**src/rtl/trigger_burst_reader_pkg.sv**
```systemverilog
// trigger_burst_reader_pkg: shared FSM state type and counter-width helpers
// No ports; imported by sync_fifo and trigger_burst_reader.
package trigger_burst_reader_pkg;
   typedef enum logic [1:0] {IDLE, ISSUE, DRAIN} state_t;
   localparam int DROP_W = 16;
   function automatic int cnt_w(input int n);
      return $clog2(n + 1);
   endfunction
endpackage

```
**src/rtl/sync_fifo.sv**
```systemverilog
// sync_fifo: show-ahead FIFO with occupancy count
// clk, rst (async active-low) | push, din: write side | pop, dout, empty: show-ahead read side | count: occupancy
module sync_fifo
   import trigger_burst_reader_pkg::*;
#(
   parameter int W     = 256,
   parameter int DEPTH = 8,
   localparam int CW   = cnt_w(DEPTH)
) (
   input  logic          clk,
   input  logic          rst,
   input  logic          push,
   input  logic [W-1:0]  din,
   input  logic          pop,
   output logic [W-1:0]  dout,
   output logic          empty,
   output logic [CW-1:0] count
);
   localparam int AW = $clog2(DEPTH);
   logic [W-1:0] mem [DEPTH];
   logic [AW-1:0] wr_ptr, rd_ptr;
   logic wr, rd;
   assign rd = pop && count != '0;
   // a write into a full FIFO is only taken when a read frees the slot in the same cycle
   assign wr = push && (count != CW'(DEPTH) || rd);
   assign empty = count == '0;
   assign dout = empty ? '0 : mem[rd_ptr];
   always_ff @(posedge clk)
      if (wr) mem[wr_ptr] <= din;
   always_ff @(posedge clk or negedge rst)
      if (!rst) begin
         wr_ptr <= '0;
         rd_ptr <= '0;
         count  <= '0;
      end else begin
         wr_ptr <= wr_ptr + AW'(wr);
         rd_ptr <= rd_ptr + AW'(rd);
         count  <= count + CW'(wr) - CW'(rd);
      end
endmodule

```
**src/rtl/trigger_burst_reader.sv**
```systemverilog
// trigger_burst_reader: on a trigger, burst-read DRAM from timestamp-derived address and stream data to the PC
// clk, rst (async active-low) | trig_valid, trig_ts: trigger in | busy, done, trig_drop_cnt: status
// dram_rd_en/addr/ready: request | dram_rd_data/valid: return | pc_data/valid/ready/last: stream out | proto_err: sticky
module trigger_burst_reader
   import trigger_burst_reader_pkg::*;
#(
   parameter int TS_W       = 16,
   parameter int ADDR_W     = 25,
   parameter int DATA_W     = 256,
   parameter int BURST_LEN  = 11,
   parameter int PRE_TRIG   = 0,
   parameter int FIFO_DEPTH = 8
) (
   input  logic              clk,
   input  logic              rst,
   input  logic              trig_valid,
   input  logic [TS_W-1:0]   trig_ts,
   output logic              busy,
   output logic              done,
   output logic [DROP_W-1:0] trig_drop_cnt,
   output logic              dram_rd_en,
   output logic [ADDR_W-1:0] dram_rd_addr,
   input  logic              dram_rd_ready,
   input  logic [DATA_W-1:0] dram_rd_data,
   input  logic              dram_rd_valid,
   output logic [DATA_W-1:0] pc_data,
   output logic              pc_valid,
   input  logic              pc_ready,
   output logic              pc_last,
   output logic              proto_err
);
   localparam int CW = cnt_w(FIFO_DEPTH);
   localparam int BW = cnt_w(BURST_LEN);
   localparam logic [BW-1:0] LAST = BW'(BURST_LEN - 1);
   state_t state;
   logic [ADDR_W-1:0] addr;
   logic [BW-1:0] req_cnt, beat_cnt;
   logic [CW-1:0] outstanding, fifo_count;
   logic fifo_empty, credit, acc, ret, pop;
   // in-flight reads plus buffered beats never exceed the FIFO, so returns always have room
   assign credit = (CW+1)'(outstanding) + (CW+1)'(fifo_count) < (CW+1)'(FIFO_DEPTH);
   assign dram_rd_en = state == ISSUE && credit;
   assign dram_rd_addr = addr;
   assign acc = dram_rd_en && dram_rd_ready;
   assign ret = dram_rd_valid && outstanding != '0;
   assign pc_valid = !fifo_empty;
   assign pop = pc_valid && pc_ready;
   assign pc_last = pc_valid && beat_cnt == LAST;
   sync_fifo #(.W(DATA_W), .DEPTH(FIFO_DEPTH)) u_fifo (
      .clk   (clk),
      .rst   (rst),
      .push  (ret),
      .din   (dram_rd_data),
      .pop   (pop),
      .dout  (pc_data),
      .empty (fifo_empty),
      .count (fifo_count)
   );
   always_ff @(posedge clk or negedge rst)
      if (!rst) begin
         state         <= IDLE;
         addr          <= '0;
         req_cnt       <= '0;
         beat_cnt      <= '0;
         outstanding   <= '0;
         trig_drop_cnt <= '0;
         busy          <= 1'b0;
         done          <= 1'b0;
         proto_err     <= 1'b0;
      end else begin
         outstanding <= outstanding + CW'(acc) - CW'(ret);
         proto_err   <= proto_err || (dram_rd_valid && outstanding == '0);
         beat_cnt    <= (state == IDLE && trig_valid) ? '0 : beat_cnt + BW'(pop);
         if (trig_valid && state != IDLE && trig_drop_cnt != '1)
            trig_drop_cnt <= trig_drop_cnt + DROP_W'(1);
         case (state)
            IDLE:
               if (trig_valid) begin
                  state   <= ISSUE;
                  busy    <= 1'b1;
                  addr    <= ADDR_W'(trig_ts) - ADDR_W'(PRE_TRIG);
                  req_cnt <= '0;
               end
            ISSUE:
               if (acc) begin
                  addr    <= addr + ADDR_W'(1);
                  req_cnt <= req_cnt + BW'(1);
                  if (req_cnt == LAST) state <= DRAIN;
               end
            DRAIN:
               // the done cycle stays in DRAIN so a trigger arriving with done is still dropped
               if (done) begin
                  done  <= 1'b0;
                  state <= IDLE;
               end else if (pop && pc_last) begin
                  done <= 1'b1;
                  busy <= 1'b0;
               end
            default: state <= IDLE;
         endcase
      end
endmodule

```
**config.mk**
```make
export PLATFORM = sky130hd
export DESIGN_NAME = trigger_burst_reader
export DESIGN_NICKNAME = d
export VERILOG_FILES = /design/src/rtl/trigger_burst_reader_pkg.sv /design/src/rtl/sync_fifo.sv /design/src/rtl/trigger_burst_reader.sv
export SDC_FILE = /design/constraint.sdc
export NUM_CORES = 2
export LEC_CHECK = 0
export ABC_CLOCK_PERIOD_IN_PS = 20900
export BUFFER_PORTS_ARGS = -buffer_cell sky130_fd_sc_hd__buf_2
export CORE_MARGIN = 2
export CORE_UTILIZATION = 50
export CTS_CLUSTER_SIZE = 25
export DETAILED_ROUTE_END_ITERATION = 10
export GPL_ROUTABILITY_DRIVEN = 0
export PLACE_DENSITY = 0.71
export SYNTH_ARGS = -nofsm -noshare
export SYNTH_HDL_FRONTEND = slang
export SYNTH_HIERARCHICAL = 1
export SYNTH_SLANG_ARGS = --single-unit
export TNS_END_PERCENT = 5
```
**constraint.sdc**
```tcl
create_clock -name clk -period 20.9 [get_ports clk]
set_input_delay 1.045 -clock clk [delete_from_list [all_inputs] [get_ports clk]]
set_output_delay 1.045 -clock clk [all_outputs]
set_load 0.02 [all_outputs]
```
==> flow_metrics.env <==
export IMPL_clock_sinks=2116
export IMPL_dr_first_iter_drc_count=3695
export IMPL_io_pin_count=581
export IMPL_grt_max_degree=149
export IMPL_path_buf_inv=5
export IMPL_combPwrFrac_pct=33.3
export IMPL_stdcell_count=6298
export IMPL_setup_tns_ps=0
export IMPL_port_buffers=580
export IMPL_core_area_um2=159000
export IMPL_synth_seq_cells=2116
export IMPL_die_y_um=404
export IMPL_grt_pass1_vias=39100
export IMPL_hpwlAfterDp_mm=92.4
export IMPL_synth_async_reset_ratio_pct=3.21
export IMPL_post_route_period_util_pct=31.8
export IMPL_hold_violations=0
export IMPL_end_kind="output pin"
export IMPL_p_seq_share_pct=40.8
export IMPL_synth_top_area_cell="edfxtp_1"
export IMPL_setup_viol=0
export IMPL_first_pass_iters=5
export IMPL_startpoint_type="flop"
export IMPL_cts_reportedPaths_clkPinSlew_ps=60
export IMPL_finalMaxSlewViolations=0
export IMPL_synth_fp_nets=3689
export IMPL_vdd_ir_drop_worst_v=0.000129
export IMPL_antenna_found_initial=55
export IMPL_synth_area_top_cells="edfxtp_1 (77%), mux4_2 (14%), a22o_1 (2.8%)"
export IMPL_via_per_inst=6.01
export IMPL_die_w_um=404
export IMPL_cts_setup_buffers=0
export IMPL_outcome="completed"
export IMPL_clkPwrFrac_pct=25.9
export IMPL_crit_fanout=148
export IMPL_overflow=0
export IMPL_yosys_area_top_type_share_pct=76.8
export IMPL_cts_max_path_buffers=3
export IMPL_worst_slew_pin_slew_ps=1170
export IMPL_start_util_pct=50.5
export IMPL_netlist_instances=3385
export IMPL_cts_buffers=203
export IMPL_vias=37900
export IMPL_cts_root_buf="clkbuf_16"
export IMPL_required_ps=19850
export IMPL_routedWlPerCell_um=27.2
export IMPL_yosys_warnings=6
export IMPL_rows=146
export IMPL_critical_path_cell_chain="buf_12 > buf_4 > buf_4 > buf_4 > mux4_2 > a22o_1 > buf_2"
export IMPL_syn_area_per_cell_um2=23.7
export IMPL_cpPeakStageDelay_ps=760
export IMPL_drive_above_1_share_pct=34.7
export IMPL_p_sw_share_pct=32.8
export IMPL_ys_types=59
export IMPL_arrival_ps=5600
export IMPL_power_switching_mw=4.47
export IMPL_synth_ff_type="edfxtp_1"
export IMPL_hold_path_class="input pin to asynchronous set/reset pin"
export IMPL_ys_seq_area_share_pct=78.9
export IMPL_grt_pass1_wl_mm=253
export IMPL_placed_cells_incl_taps=5912
export IMPL_ant_nets=0
export IMPL_rsz0062_at_grt="no"
export IMPL_r2r_setup_slack_ps=15620
export IMPL_dieArea_um2=163000
export IMPL_cts_resized=0
export IMPL_cts_htree_levels=4
export IMPL_critPathSlowestCell="buf_4"
export IMPL_clkLatencyLatePin_ps=810
export IMPL_wirelength_mm=171
export IMPL_timing_critical_path_max_delay_family="buffers and inverters"
export IMPL_power_density_nw_per_um2=149
export IMPL_synth_most_common_cell="edfxtp_1"
export IMPL_fin_crit_ps=6650
export IMPL_syn_to_final_growth_pct=14.6
export IMPL_p_leak_nw=30.4
export IMPL_path_class="flop to output pin"
export IMPL_drc=0
export IMPL_critical_path_most_common_cell="buf_4"
export IMPL_syn_area_um2=80100
export IMPL_cts_hold_buf=0
export IMPL_grt_use_total_pct=20.8
export IMPL_skew_ps=42.7
export IMPL_fmax_ghz=0.150
export IMPL_p_int_mw=9.17
export IMPL_relSlewSlack_pct=22.0
export IMPL_drv_cap=0
export IMPL_cts_tree="yes"
export IMPL_fin_nets=4349
export IMPL_synth_edf_count=2048
export IMPL_yosys_top_cells_count="edfxtp_1 (2048), mux4_2 (512), a22o_1 (257)"
## worst register-to-register path, cell delays in order (launching register included)
cell	delay [ps]
dfrtp_1	390
inv_1	60
ha_1	190
nor3b_2	220
nor2b_1	260
nand2b_1	140
a311o_1	510
nor2_4	880
buf_4	780
buf_4	730
buf_4	710
## metal layers
metal,global-route usage (%),share of wire [%]
met5,0,0.16
met1,27.8,40
met3,5.09,7.7
met4,5.96,2.4
met2,34.3,50
## flip-flops by register name (all words and copies together) (netlist names)
signal	flops
trig_drop_cnt	16
dram_rd_addr	25
u_fifo/mem	2048
outstanding	4
u_fifo/wr_ptr	3
req_cnt	4
busy	1
beat_cnt	4
state	2
proto_err	1
u_fifo/rd_ptr	3
done	1
u_fifo/count	4
## final timing paths
check                                                 from                            to  cells after the start
worst max-delay path            u_fifo/rd_ptr[1]$_DFF_PN0_                  pc_data[247]                      7
worst min-delay path                                   rst  trig_drop_cnt[3]$_DFFE_PN0P_                      1
worst max register to register   u_fifo/count[3]$_DFF_PN0_   u_fifo/mem[7][34]$_DFFE_PP_                     10
worst min register to register         proto_err$_DFF_PN0_           proto_err$_DFF_PN0_                      1
max in group asynchronous                              rst    u_fifo/rd_ptr[0]$_DFF_PN0_                      2
min in group clk                       proto_err$_DFF_PN0_           proto_err$_DFF_PN0_                      1
## power by group through the flow
stage               combinational (mW)  clock (mW)  sequential [mW]
finish                            4.54        3.54             5.56
global route                      4.82        3.77             5.61
CTS                               4.63        3.62             5.56
detailed placement                4.61           0             5.65
global placement                  4.59           0             5.61
floorplan                         3.17           0             5.88
## cell type report
class / count / area (um^2)
Inverter: 30 / 113
Multi-Input combinational cell: 1050 / 15800
Timing Repair Buffer: 644 / 3510
Clock buffer: 258 / 5390
Antenna cell: 22 / 55.1
Clock inverter: 106 / 1040
Sequential cell: 2116 / 63200
Fill cell: 11200 / 67000
Tap cell: 2072 / 2590
## per-stage QoR
stage / util [%] / instance area (um^2) / power, mW / setup slack, ps / hold slack [ps]
floorplan: - / 80100 / 9.04 / 776 / 456
finish: 57.8 / 91800 / 13.6 / 14250 / 126
CTS: 57.8 / 91700 / 13.8 / 14030 / 27.1
global route: 57.8 / 91700 / 14.2 / 13690 / 79.6
global placement: 53.7 / 85300 / 10.2 / 14900 / 468
detailed placement: 53.7 / 85300 / 10.3 / 14940 / 483
## cells in the final DEF (no fill, tap or decap), types with 5 or more instances in the layout
cell and n:
edfxtp_1 2048, buf_2 580, mux4_2 512, a22o_1 257, clkbuf_16 208, dfrtp_1 66, buf_4 54, clkbuf_1 50
clkinv_1 39, clkinv_2 33, inv_1 29, nand2_1 28, ha_1 24, diode_2 22, nand3_1 19, xor2_1 18
bufinv_16 16, a21oi_1 15, nand4_1 14, nor2_1 13, buf_12 10, o21ai_0 9, nand2b_1 8, or4_1 8
a31oi_1 7, o22ai_1 7, nor2_4 7, a21o_1 6, nor4_1 6, a2111oi_0 6, o31ai_1 6, and2_1 5
nor3_1 5, mux2i_1 5, a211oi_1 5, inv_6 5
## logic make-up after synthesis
| group | share of synthesized area (%) |
|---|---|
| AO/OA/AOI/OAI | 3.57 |
| XOR/XNOR | 0.241 |
| adder cells (fa/ha/maj) | 0.425 |
| buffers and inverters | 1.41 |
| flip-flops | 78.9 |
| multiplexers | 14.5 |
| AND/OR/NAND/NOR | 0.954 |
No activity file was read; power rests on OpenSTA's default activity.
